==> src/rtl/mips_ctrl_pkg.sv <==
// Shared encodings for the multi-cycle MIPS main control FSM: opcodes, mux selects,
// ALU op codes and the state encoding that debug/trace logic also decodes.
package mips_ctrl_pkg;

  localparam logic [5:0] OP_RTYPE = 6'b000000;
  localparam logic [5:0] OP_LW    = 6'b100011;
  localparam logic [5:0] OP_SW    = 6'b101011;
  localparam logic [5:0] OP_BEQ   = 6'b000100;
  localparam logic [5:0] OP_J     = 6'b000010;
  localparam logic [5:0] OP_ADDI  = 6'b001000;

  localparam logic [1:0] ALU_OP_ADD   = 2'b00;
  localparam logic [1:0] ALU_OP_SUB   = 2'b01;
  localparam logic [1:0] ALU_OP_FUNCT = 2'b10;

  localparam logic [1:0] SRC_B_REG    = 2'b00;
  localparam logic [1:0] SRC_B_FOUR   = 2'b01;
  localparam logic [1:0] SRC_B_IMM    = 2'b10;
  localparam logic [1:0] SRC_B_IMM_SH = 2'b11;

  localparam logic [1:0] PC_SRC_ALU    = 2'b00;
  localparam logic [1:0] PC_SRC_ALUOUT = 2'b01;
  localparam logic [1:0] PC_SRC_JUMP   = 2'b10;

  // Encodings are pinned because trace tooling decodes the raw 4-bit value.
  typedef enum logic [3:0] {
    S_IDLE      = 4'd0,
    S_FETCH     = 4'd1,
    S_DECODE    = 4'd2,
    S_MEM_ADDR  = 4'd3,
    S_MEM_RD    = 4'd4,
    S_MEM_WB    = 4'd5,
    S_MEM_WR    = 4'd6,
    S_R_EXEC    = 4'd7,
    S_R_WB      = 4'd8,
    S_BRANCH    = 4'd9,
    S_JUMP      = 4'd10,
    S_ADDI_EXEC = 4'd11,
    S_ADDI_WB   = 4'd12,
    S_FAULT     = 4'd13
  } state_t;

  typedef struct packed {
    logic       pc_write;
    logic       pc_write_cond;
    logic       iord;
    logic       mem_read;
    logic       mem_write;
    logic       ir_write;
    logic       mem_to_reg;
    logic       reg_dst;
    logic       reg_write;
    logic       alu_src_a;
    logic [1:0] alu_src_b;
    logic [1:0] alu_op;
    logic [1:0] pc_source;
    logic       illegal_op;
    logic       retire;
  } ctrl_t;

  function automatic logic is_wait_state(state_t s);
    return (s == S_FETCH) || (s == S_MEM_RD) || (s == S_MEM_WR);
  endfunction

endpackage

==> src/rtl/mips_ctrl_if.sv <==
// Control bundle between the main control FSM (master) and the multi-cycle datapath (slave).
interface mips_ctrl_if #(
  parameter int CNT_W = 16
);
  logic [5:0]       opcode;
  logic             mem_ready;
  logic             pc_write;
  logic             pc_write_cond;
  logic             iord;
  logic             mem_read;
  logic             mem_write;
  logic             ir_write;
  logic             mem_to_reg;
  logic             reg_dst;
  logic             reg_write;
  logic             alu_src_a;
  logic [1:0]       alu_src_b;
  logic [1:0]       alu_op;
  logic [1:0]       pc_source;
  logic             illegal_op;
  logic             fault;
  logic             instr_retired;
  logic [CNT_W-1:0] instr_count;

  modport master (
    input  opcode, mem_ready,
    output pc_write, pc_write_cond, iord, mem_read, mem_write, ir_write,
           mem_to_reg, reg_dst, reg_write, alu_src_a, alu_src_b, alu_op,
           pc_source, illegal_op, fault, instr_retired, instr_count
  );

  modport slave (
    output opcode, mem_ready,
    input  pc_write, pc_write_cond, iord, mem_read, mem_write, ir_write,
           mem_to_reg, reg_dst, reg_write, alu_src_a, alu_src_b, alu_op,
           pc_source, illegal_op, fault, instr_retired, instr_count
  );
endinterface

==> src/rtl/multicycle_main_control_mem_wait_timer.sv <==
// Consecutive memory-wait cycle counter; expire fires in the cycle that would
// be the WAIT_MAX-th consecutive wait.
module mem_wait_timer #(
  parameter int WAIT_MAX = 15
) (
  input  logic clk,
  input  logic rst_n,
  input  logic clear,
  input  logic enable,
  output logic expire
);

  localparam logic [7:0] TC = 8'(WAIT_MAX - 1);

  logic [7:0] wait_cnt;

  always_ff @(posedge clk or negedge rst_n) begin
    if (!rst_n) begin
      wait_cnt <= '0;
    end else if (clear) begin
      wait_cnt <= '0;
    end else if (enable) begin
      wait_cnt <= wait_cnt + 8'd1;
    end
  end

  assign expire = enable && (wait_cnt == TC);

endmodule

==> src/rtl/multicycle_main_control.sv <==
// Main control FSM for the multi-cycle MIPS datapath with memory-wait trap and retire counter.
//  state     | meaning
//  IDLE      | one cycle after reset before first fetch
//  FETCH     | read instruction at PC, PC += 4 when memory is ready
//  DECODE    | precompute branch target, dispatch on opcode
//  MEM_ADDR  | compute lw/sw effective address
//  MEM_RD    | load data read, waits for mem_ready
//  MEM_WB    | write loaded data to rt
//  MEM_WR    | store data write, waits for mem_ready
//  R_EXEC    | R-type ALU operation
//  R_WB      | write ALU result to rd
//  BRANCH    | beq compare and conditional PC load
//  JUMP      | PC load from jump target
//  ADDI_EXEC | immediate add
//  ADDI_WB   | write ALU result to rt
//  FAULT     | memory timeout trap, held until reset
module multicycle_main_control
  import mips_ctrl_pkg::*;
#(
  parameter int WAIT_MAX = 15,
  parameter int CNT_W    = 16
) (
  input logic         clk,
  input logic         rst_n,
  mips_ctrl_if.master bus
);

  state_t           state, state_nxt;
  ctrl_t            ctrl;
  logic             timer_en;
  logic             timer_clr;
  logic             timer_expire;
  logic [CNT_W-1:0] instr_count;

  always_ff @(posedge clk or negedge rst_n) begin
    if (!rst_n) begin
      state <= S_IDLE;
    end else begin
      state <= state_nxt;
    end
  end

  // Any cycle that is not a stalled memory access restarts the timeout window.
  assign timer_en  = is_wait_state(state) && !bus.mem_ready;
  assign timer_clr = !timer_en;

  mem_wait_timer #(.WAIT_MAX(WAIT_MAX)) u_wait_timer (
    .clk    (clk),
    .rst_n  (rst_n),
    .clear  (timer_clr),
    .enable (timer_en),
    .expire (timer_expire)
  );

  always_comb begin
    state_nxt = state;
    ctrl      = '0;
    case (state)
      S_IDLE: state_nxt = S_FETCH;
      S_FETCH: begin
        ctrl.mem_read  = 1'b1;
        ctrl.alu_src_b = SRC_B_FOUR;
        ctrl.alu_op    = ALU_OP_ADD;
        ctrl.ir_write  = bus.mem_ready;
        ctrl.pc_write  = bus.mem_ready;
        if (bus.mem_ready) begin
          state_nxt = S_DECODE;
        end else if (timer_expire) begin
          state_nxt = S_FAULT;
        end
      end
      S_DECODE: begin
        ctrl.alu_src_b = SRC_B_IMM_SH;
        ctrl.alu_op    = ALU_OP_ADD;
        case (bus.opcode)
          OP_RTYPE:     state_nxt = S_R_EXEC;
          OP_LW, OP_SW: state_nxt = S_MEM_ADDR;
          OP_BEQ:       state_nxt = S_BRANCH;
          OP_J:         state_nxt = S_JUMP;
          OP_ADDI:      state_nxt = S_ADDI_EXEC;
          default: begin
            ctrl.illegal_op = 1'b1;
            state_nxt       = S_FETCH;
          end
        endcase
      end
      S_MEM_ADDR: begin
        ctrl.alu_src_a = 1'b1;
        ctrl.alu_src_b = SRC_B_IMM;
        ctrl.alu_op    = ALU_OP_ADD;
        state_nxt      = (bus.opcode == OP_LW) ? S_MEM_RD : S_MEM_WR;
      end
      S_MEM_RD: begin
        ctrl.mem_read = 1'b1;
        ctrl.iord     = 1'b1;
        if (bus.mem_ready) begin
          state_nxt = S_MEM_WB;
        end else if (timer_expire) begin
          state_nxt = S_FAULT;
        end
      end
      S_MEM_WB: begin
        ctrl.reg_write  = 1'b1;
        ctrl.mem_to_reg = 1'b1;
        ctrl.retire     = 1'b1;
        state_nxt       = S_FETCH;
      end
      S_MEM_WR: begin
        ctrl.mem_write = 1'b1;
        ctrl.iord      = 1'b1;
        if (bus.mem_ready) begin
          ctrl.retire = 1'b1;
          state_nxt   = S_FETCH;
        end else if (timer_expire) begin
          state_nxt = S_FAULT;
        end
      end
      S_R_EXEC: begin
        ctrl.alu_src_a = 1'b1;
        ctrl.alu_src_b = SRC_B_REG;
        ctrl.alu_op    = ALU_OP_FUNCT;
        state_nxt      = S_R_WB;
      end
      S_R_WB: begin
        ctrl.reg_write = 1'b1;
        ctrl.reg_dst   = 1'b1;
        ctrl.retire    = 1'b1;
        state_nxt      = S_FETCH;
      end
      S_BRANCH: begin
        ctrl.alu_src_a     = 1'b1;
        ctrl.alu_src_b     = SRC_B_REG;
        ctrl.alu_op        = ALU_OP_SUB;
        ctrl.pc_write_cond = 1'b1;
        ctrl.pc_source     = PC_SRC_ALUOUT;
        ctrl.retire        = 1'b1;
        state_nxt          = S_FETCH;
      end
      S_JUMP: begin
        ctrl.pc_write  = 1'b1;
        ctrl.pc_source = PC_SRC_JUMP;
        ctrl.retire    = 1'b1;
        state_nxt      = S_FETCH;
      end
      S_ADDI_EXEC: begin
        ctrl.alu_src_a = 1'b1;
        ctrl.alu_src_b = SRC_B_IMM;
        ctrl.alu_op    = ALU_OP_ADD;
        state_nxt      = S_ADDI_WB;
      end
      S_ADDI_WB: begin
        ctrl.reg_write = 1'b1;
        ctrl.retire    = 1'b1;
        state_nxt      = S_FETCH;
      end
      S_FAULT: state_nxt = S_FAULT;
      default: state_nxt = S_IDLE;
    endcase
  end

  always_ff @(posedge clk or negedge rst_n) begin
    if (!rst_n) begin
      instr_count <= '0;
    end else if (ctrl.retire) begin
      instr_count <= instr_count + CNT_W'(1);
    end
  end

  assign bus.pc_write      = ctrl.pc_write;
  assign bus.pc_write_cond = ctrl.pc_write_cond;
  assign bus.iord          = ctrl.iord;
  assign bus.mem_read      = ctrl.mem_read;
  assign bus.mem_write     = ctrl.mem_write;
  assign bus.ir_write      = ctrl.ir_write;
  assign bus.mem_to_reg    = ctrl.mem_to_reg;
  assign bus.reg_dst       = ctrl.reg_dst;
  assign bus.reg_write     = ctrl.reg_write;
  assign bus.alu_src_a     = ctrl.alu_src_a;
  assign bus.alu_src_b     = ctrl.alu_src_b;
  assign bus.alu_op        = ctrl.alu_op;
  assign bus.pc_source     = ctrl.pc_source;
  assign bus.illegal_op    = ctrl.illegal_op;
  assign bus.instr_retired = ctrl.retire;
  assign bus.fault         = (state == S_FAULT);
  assign bus.instr_count   = instr_count;

endmodule
==> src/flat_wrapper.sv <==
// flat-port wrapper written by rule: the top's interface ports become plain ports
module multicycle_main_control_flat import mips_ctrl_pkg::*;
#(
  parameter int WAIT_MAX = 15,
  parameter int CNT_W    = 16
)
  (clk, rst_n, bus_opcode, bus_mem_ready, bus_pc_write, bus_pc_write_cond, bus_iord, bus_mem_read, bus_mem_write, bus_ir_write, bus_mem_to_reg, bus_reg_dst, bus_reg_write, bus_alu_src_a, bus_alu_src_b, bus_alu_op, bus_pc_source, bus_illegal_op, bus_fault, bus_instr_retired, bus_instr_count);
  mips_ctrl_if #(.CNT_W(CNT_W)) bus_i ();
  input logic clk;
  input logic rst_n;
  input wire logic [$bits(bus_i.opcode)-1:0] bus_opcode;
  input wire logic [$bits(bus_i.mem_ready)-1:0] bus_mem_ready;
  output wire logic [$bits(bus_i.pc_write)-1:0] bus_pc_write;
  output wire logic [$bits(bus_i.pc_write_cond)-1:0] bus_pc_write_cond;
  output wire logic [$bits(bus_i.iord)-1:0] bus_iord;
  output wire logic [$bits(bus_i.mem_read)-1:0] bus_mem_read;
  output wire logic [$bits(bus_i.mem_write)-1:0] bus_mem_write;
  output wire logic [$bits(bus_i.ir_write)-1:0] bus_ir_write;
  output wire logic [$bits(bus_i.mem_to_reg)-1:0] bus_mem_to_reg;
  output wire logic [$bits(bus_i.reg_dst)-1:0] bus_reg_dst;
  output wire logic [$bits(bus_i.reg_write)-1:0] bus_reg_write;
  output wire logic [$bits(bus_i.alu_src_a)-1:0] bus_alu_src_a;
  output wire logic [$bits(bus_i.alu_src_b)-1:0] bus_alu_src_b;
  output wire logic [$bits(bus_i.alu_op)-1:0] bus_alu_op;
  output wire logic [$bits(bus_i.pc_source)-1:0] bus_pc_source;
  output wire logic [$bits(bus_i.illegal_op)-1:0] bus_illegal_op;
  output wire logic [$bits(bus_i.fault)-1:0] bus_fault;
  output wire logic [$bits(bus_i.instr_retired)-1:0] bus_instr_retired;
  output wire logic [$bits(bus_i.instr_count)-1:0] bus_instr_count;
  assign bus_i.opcode = bus_opcode;
  assign bus_i.mem_ready = bus_mem_ready;
  assign bus_pc_write = bus_i.pc_write;
  assign bus_pc_write_cond = bus_i.pc_write_cond;
  assign bus_iord = bus_i.iord;
  assign bus_mem_read = bus_i.mem_read;
  assign bus_mem_write = bus_i.mem_write;
  assign bus_ir_write = bus_i.ir_write;
  assign bus_mem_to_reg = bus_i.mem_to_reg;
  assign bus_reg_dst = bus_i.reg_dst;
  assign bus_reg_write = bus_i.reg_write;
  assign bus_alu_src_a = bus_i.alu_src_a;
  assign bus_alu_src_b = bus_i.alu_src_b;
  assign bus_alu_op = bus_i.alu_op;
  assign bus_pc_source = bus_i.pc_source;
  assign bus_illegal_op = bus_i.illegal_op;
  assign bus_fault = bus_i.fault;
  assign bus_instr_retired = bus_i.instr_retired;
  assign bus_instr_count = bus_i.instr_count;
  multicycle_main_control #(.WAIT_MAX(WAIT_MAX), .CNT_W(CNT_W)) u_core (.clk(clk), .rst_n(rst_n), .bus(bus_i));
endmodule
==> config.mk <==
export PLATFORM = sky130hd
export DESIGN_NAME = multicycle_main_control_flat
export DESIGN_NICKNAME = d
export VERILOG_FILES = /design/src/rtl/mips_ctrl_pkg.sv /design/src/rtl/mips_ctrl_if.sv /design/src/rtl/multicycle_main_control_mem_wait_timer.sv /design/src/rtl/multicycle_main_control.sv /design/src/flat_wrapper.sv
export SDC_FILE = /design/constraint.sdc
export NUM_CORES = 1
export LEC_CHECK = 0
export ABC_CLOCK_PERIOD_IN_PS = 1730
export BUFFER_PORTS_ARGS = -buffer_cell sky130_fd_sc_hd__buf_2
export CAP_MARGIN = 20
export CELL_PAD_IN_SITES_DETAIL_PLACEMENT = 0
export CELL_PAD_IN_SITES_GLOBAL_PLACEMENT = 2
export CORE_UTILIZATION = 32
export CTS_CLUSTER_DIAMETER = 40
export DETAILED_ROUTE_END_ITERATION = 12
export PLACE_DENSITY_LB_ADDON = 0.2
export SLEW_MARGIN = 40
export SYNTH_ARGS = -nofsm -noshare
export SYNTH_HDL_FRONTEND = slang
export SYNTH_SLANG_ARGS = --single-unit
==> constraint.sdc <==
create_clock -name clk -period 1.73 [get_ports clk]
set_clock_uncertainty 0.05 [all_clocks]
set_input_delay 0.346 -clock clk [delete_from_list [all_inputs] [get_ports clk]]
set_output_delay 0.346 -clock clk [all_outputs]
set_load 0.01 [all_outputs]
Word-level counts from Yosys, hierarchy flattened
Index checks and enable logic that the tools add are counted.

cells by class
  $add $sub $neg = 2
  eq/ne operators = 19
  muxes and demuxes = 24
  reduce and logical (&&, ||, !) cells = 16

operators with widths
  cell                   count
  $pmux 4 s5             2
  $pmux 4 s9             1
  $eq 4x4->1 const B     6
  $add 16x1->16 const B  1
  $eq 4x3->1 const B     4
  $mux 4                 4
  $eq 6x6->1 const B     2
  $mux 1                 12
  $reduce_or 6->1        2
  $add 8x1->8 const B    1
  $eq 4x2->1 const B     2
  $eq 8x4->1 const B     1
  $mux 8                 1
  $reduce_or 2->1        4
  $eq 6x2->1 const B     1
  $eq 6x3->1 const B     1
  $eq 6x4->1 const B     1
  $logic_not 6->1        1
  $reduce_or 5->1        1
  $eq 4x1->1 const B     1
  $logic_not 4->1        1
  $pmux 1 s2             2
  $pmux 2 s2             1
  $reduce_or 4->1        1
  other kinds (5)        7

word-level totals
  flip-flop bits (word level) = 28
  bits of input ports = 9
  output and inout bits = 35
  word-level logic and storage cells = 64

Longest topological paths before layout
  word-level depth = 8
  gate-level depth with buffers = 6
  depth with buffers taken out = 5

Modules after synthesis
A second synthesis with hierarchy kept.

second synthesis, totals
  cells, all modules = 202
  area total of the unflattened synthesis = 1790.5 um2

by module, submodules not included
  module                   times used  cells an instance  area an instance (um2)
  multicycle_main_control  1           161                1380.1
  mem_wait_timer           1           41                 410.4

Least setup slack after synthesis
Ideal clock, no wire load.

  path type = register to output
  from = register u_core.state[2]
  to = output bus_illegal_op
  data arrival time = 1.140 ns
  data required time = 1.334 ns
  slack = 0.194 ns
  cell stages (with the launch flop) = 5
  path buffers = 2
  cells stage by stage = dfrtp_1 > buf_4 > buf_2 > nor3_1 > and3_1

on the way
  cells in the longest elaborated chain, start to end = 2

ends and longest elaborated chain
  what                    line                           RTL
  start, declared         multicycle_main_control.sv:28  state_t state, state_nxt;
  start signal, assigned  multicycle_main_control.sv:39  state <= state_nxt;
  $eq 4x2->1              multicycle_main_control.sv:58  case (state)
  $mux 1                  multicycle_main_control.sv:58
  end, declared           flat_wrapper.sv:26             output wire logic [$bits(bus_i.illegal_op)-1:0] bus_illegal_op;

No other way between the ends.

Final worst setup path
  from = register u_core.state[1]
  to = output bus_instr_retired

on the way
  cells in the longest elaborated chain, start to end = 3
  elaborated cells between the ends (all ways) = 8
  those cells by class = 6 x eq/ne; 1 x mux; 1 x reduce/logical

ends and longest elaborated chain
  what                                             line                           RTL
  $eq 4x4->1 / $eq 4x3->1 (equally long branches)  multicycle_main_control.sv:58
  $reduce_or 5->1 (no line)                        n/a
  $pmux 1 s2 *                                     multicycle_main_control.sv:58
  end, declared                                    flat_wrapper.sv:28             output wire logic [$bits(bus_i.instr_retired)-1:0] bus_instr_retired;

Every way passes the cells marked *; elsewhere a longest branch is shown, timed or not.

==> results.md <==
* Worst setup path category: register to output port
* Port bufs at 43
* Initial Util at 0.343
* Critical Path Start Type: register
* Max Cap Violations at 0
* Slew margin rel. at 0.585
* Avg WL per Cell at 14.0 um
* Syn. warnings at 0
* NumNets Final at 276
* Area of the multi-input gates at about 1100 sq um
* Max VDD drop at between 0.5 and 0.6 mV
* CP Data Required Time at 1.33 ns
* Fmax at 536 MHz
* H-tree Lvls at 1
* Slew Limit Fails at 0
* Post-synth EDFFs at 0
* Post-Syn Area at 1810 sq um
* # IOs at 44
* Crit-path max cell delay at 0.48 ns
* CTS Buf Count at 3
* DIE HEIGHT at around 77 um
* Final setup viols at 15
* Pwr dens at 1380 nW/um^2
* Vias in the first global route at approximately 1700
* Final hold vios at 0
* Vias per cell at between 5 and 6
* Mapped Avg Cell Area at about 9.6 sq um
* Die area at 5950 sq um
* Distinct cells, synth at 47
* Crit-path cells: or2b_4, a21oi_4, or2_4, buf_6
* RSZ-0062 raised after global routing: true
* Synth Area in Adders at 0.0208
* Overall Power at 0.00342 W
* Compound-Gate Fraction of Synth Area at 0.166
* Post-Synth Simple-Gate Area at 0.243
* Post-Route WL at between 4 and 5 mm
* Status: complete, but fails checks
* Tcrit/Tclk final at 1.08
* Worst path slowest cell: dfrtp_2
* Core footprint at 5270 sq um
* Pin count of the biggest net entering global routing at 29
* Post-Place Setup Slack at -0.0249 ns
* Pre-antenna DRT Iters at 4
* Post-synthesis mux area share at 0.0146
* Post-CTS Hold Buffers at 0
* Root buffer cell: clkbuf_8
* Critical path peak fanout at 8
* Routed Antenna Nets at 0
* Share of cells above drive strength 1 at 0.426
* FF/Latch Area at 706 sq um
* Iter 0 DRT Violations at 80
* Register area share after synthesis at 0.388
* CTS tree: yes
* All-Layer GR Usage at 0.164
* Critical path endpoint category: output port
* Post-synthesis cell count at 189
* CP arrival at approximately 1.5 ns
* Post-synth ARST share at 1.00
* Most used flip-flop cell after synthesis: dfrtp_1
* Detailed Place HPWL at 3.29 mm
* Clock-pin slew on the worst setup and hold paths at 0.10 ns
* R2r setup slk at ~0.05 ns
* Layout fillers at between 500 and 600
* GRT overflow at 0
* Combinational family with the most area after synthesis: simple AND/OR/NAND/NOR gates
* Clock sinks at 28
* Tmin final at 1.87 ns
* # diodes at 0
* Least-Margin Pin Slew at around 0.62 ns
* Clk Latency, worst-skew pair at 0.27 ns
* Setup_tns at -1.11 ns
* CTS Buffer Depth at 2
* Final worst slack at -0.137 ns
* Xor and xnor area share after synthesis at 0.116
* Vias at 1675
* Violated checks: setup timing
* RePlAce Congestion at 0.797
* Pleak at 1.18 nW
* #FFs+latches synth at 28
* Worst min path class: input port to asynchronous set/reset pin
* # DRC at 0
* Area grow syn2layout at 37.4%
* Initial antenna violation count at 0
* Finished Core Util at 0.471
* Global-route wire length before repair at roughly 7.9 mm
* Post-synthesis net count at 201
* Die boundary width at 77.1 um
* Row count at 26
## synth_stat cells (3+ instances only)
cell type,instances,area [sq um]
dfrtp_1,28,701
nor2_1,20,75.1
xnor2_1,16,140
nor3_1,12,60.1
o21ai_0,11,55.1
and3_1,9,56.3
o2111ai_1,8,70.1
xor2_1,8,70.1
nand2_1,6,22.5
a21oi_1,5,25.0
nand2b_1,5,31.3
nand3_1,5,25.0
buf_2,4,20.0
nand4_1,4,25.0
buf_4,3,22.5
buf_6,3,33.8
ha_1,3,37.5
o211ai_1,3,22.5
## metal layers
layer  track usage  share of wire
met2         0.273           0.51
met4        0.0340         0.0073
met5             0              0
met3        0.0286          0.028
met1         0.222           0.45
## power breakdown
group          internal (W)  switching (W)  total [W]
sequential         0.000779       0.000183   0.000962
clock              0.000310       0.000195   0.000504
combinational       0.00102       0.000936    0.00196
total               0.00211        0.00131    0.00342
## path summary, 6_finish.rpt
path                       depth (start not counted)                          to                       start
max                                                4           bus_instr_retired             u_core.state[1]
min                                                1             u_core.state[2]                       rst_n
max reg2reg                                        6             u_core.state[1]             u_core.state[1]
min reg2reg                                        1  u_core.bus.instr_count[15]  u_core.bus.instr_count[15]
max in group asynchronous                          1             u_core.state[0]                       rst_n
min in group clk                                   4             u_core.state[0]               bus_opcode[1]
## state kept, by name, summed over array words and instances (netlist names)
register	count
u_core.bus.instr_count	16
u_core.u_wait_timer.wait_cnt	8
u_core.state	4
## metrics by stage
stage          hold WS (ns)  cells  cell area (sq um)
2_1_floorplan      0.000409    189               1810
3_3_place_gp          0.348    315               2210
3_5_place_dp          0.358    315               2210
4_1_cts              0.0474    330               2410
5_1_grt              0.0575    333               2480
6_report             0.0269    333               2480
## logic make-up (layout without fill, tap and decap cells)
| group | Yosys count | count (layout) |
|---|---|---|
| AOI/OAI and AO/OA | 40 | 40 |
| xor gates and xnor gates | 24 | 24 |
| adders and majority gates | 3 | 3 |
| buffers and inverters | 14 | 88 |
| DFF | 28 | 28 |
| muxes | 2 | 2 |
| and+or+nand+nor | 78 | 78 |
## what timing repair did
item / in CTS / in global routing
pin swaps: 2 / 2
resized for setup: 16 / 13
endpoints found under the hold margin: 0 / 0
buffers inserted: 11 / 3
endpoints found under the setup margin: 22 / 17
## cells in the final DEF (no fill, tap or decap), types with 2 or more instances in the layout
cell,count
nor3_2,2
ha_1,3
a21oi_1,4
xnor2_1,16
a31oi_1,2
nor2_2,3
inv_1,2
nor2b_1,2
or2_2,2
buf_2,41
o211ai_1,3
nand3_1,5
xor2_1,8
nor2_1,17
dfrtp_2,4
and3_1,9
o2111ai_1,8
buf_6,10
nor4_1,2
o21ai_0,10
nand2_1,6
buf_4,31
o221ai_1,2
dfrtp_1,24
nand2b_1,4
clkbuf_8,3
a21oi_2,2
nand4_1,4
nor3_1,10
## critical path, delay by kind of cell (launching register included)
kind                   cells  cell delay (ns)
AO/OA/AOI/OAI              1             0.16
AND/OR/NAND/NOR            2             0.46
buffers and inverters      1             0.09
flip-flops                 1             0.48
## layout make-up
cell class,instances,share of cell area
Clock buffer,3,0.0166
Clock inverter,1,0.0121
Inverter,2,0.00303
Multi-Input combinational cell,147,0.427
Sequential cell,28,0.284
Tap cell,70,0.0353
Timing Repair Buffer,82,0.222
(Power assumes the default switching activity.)
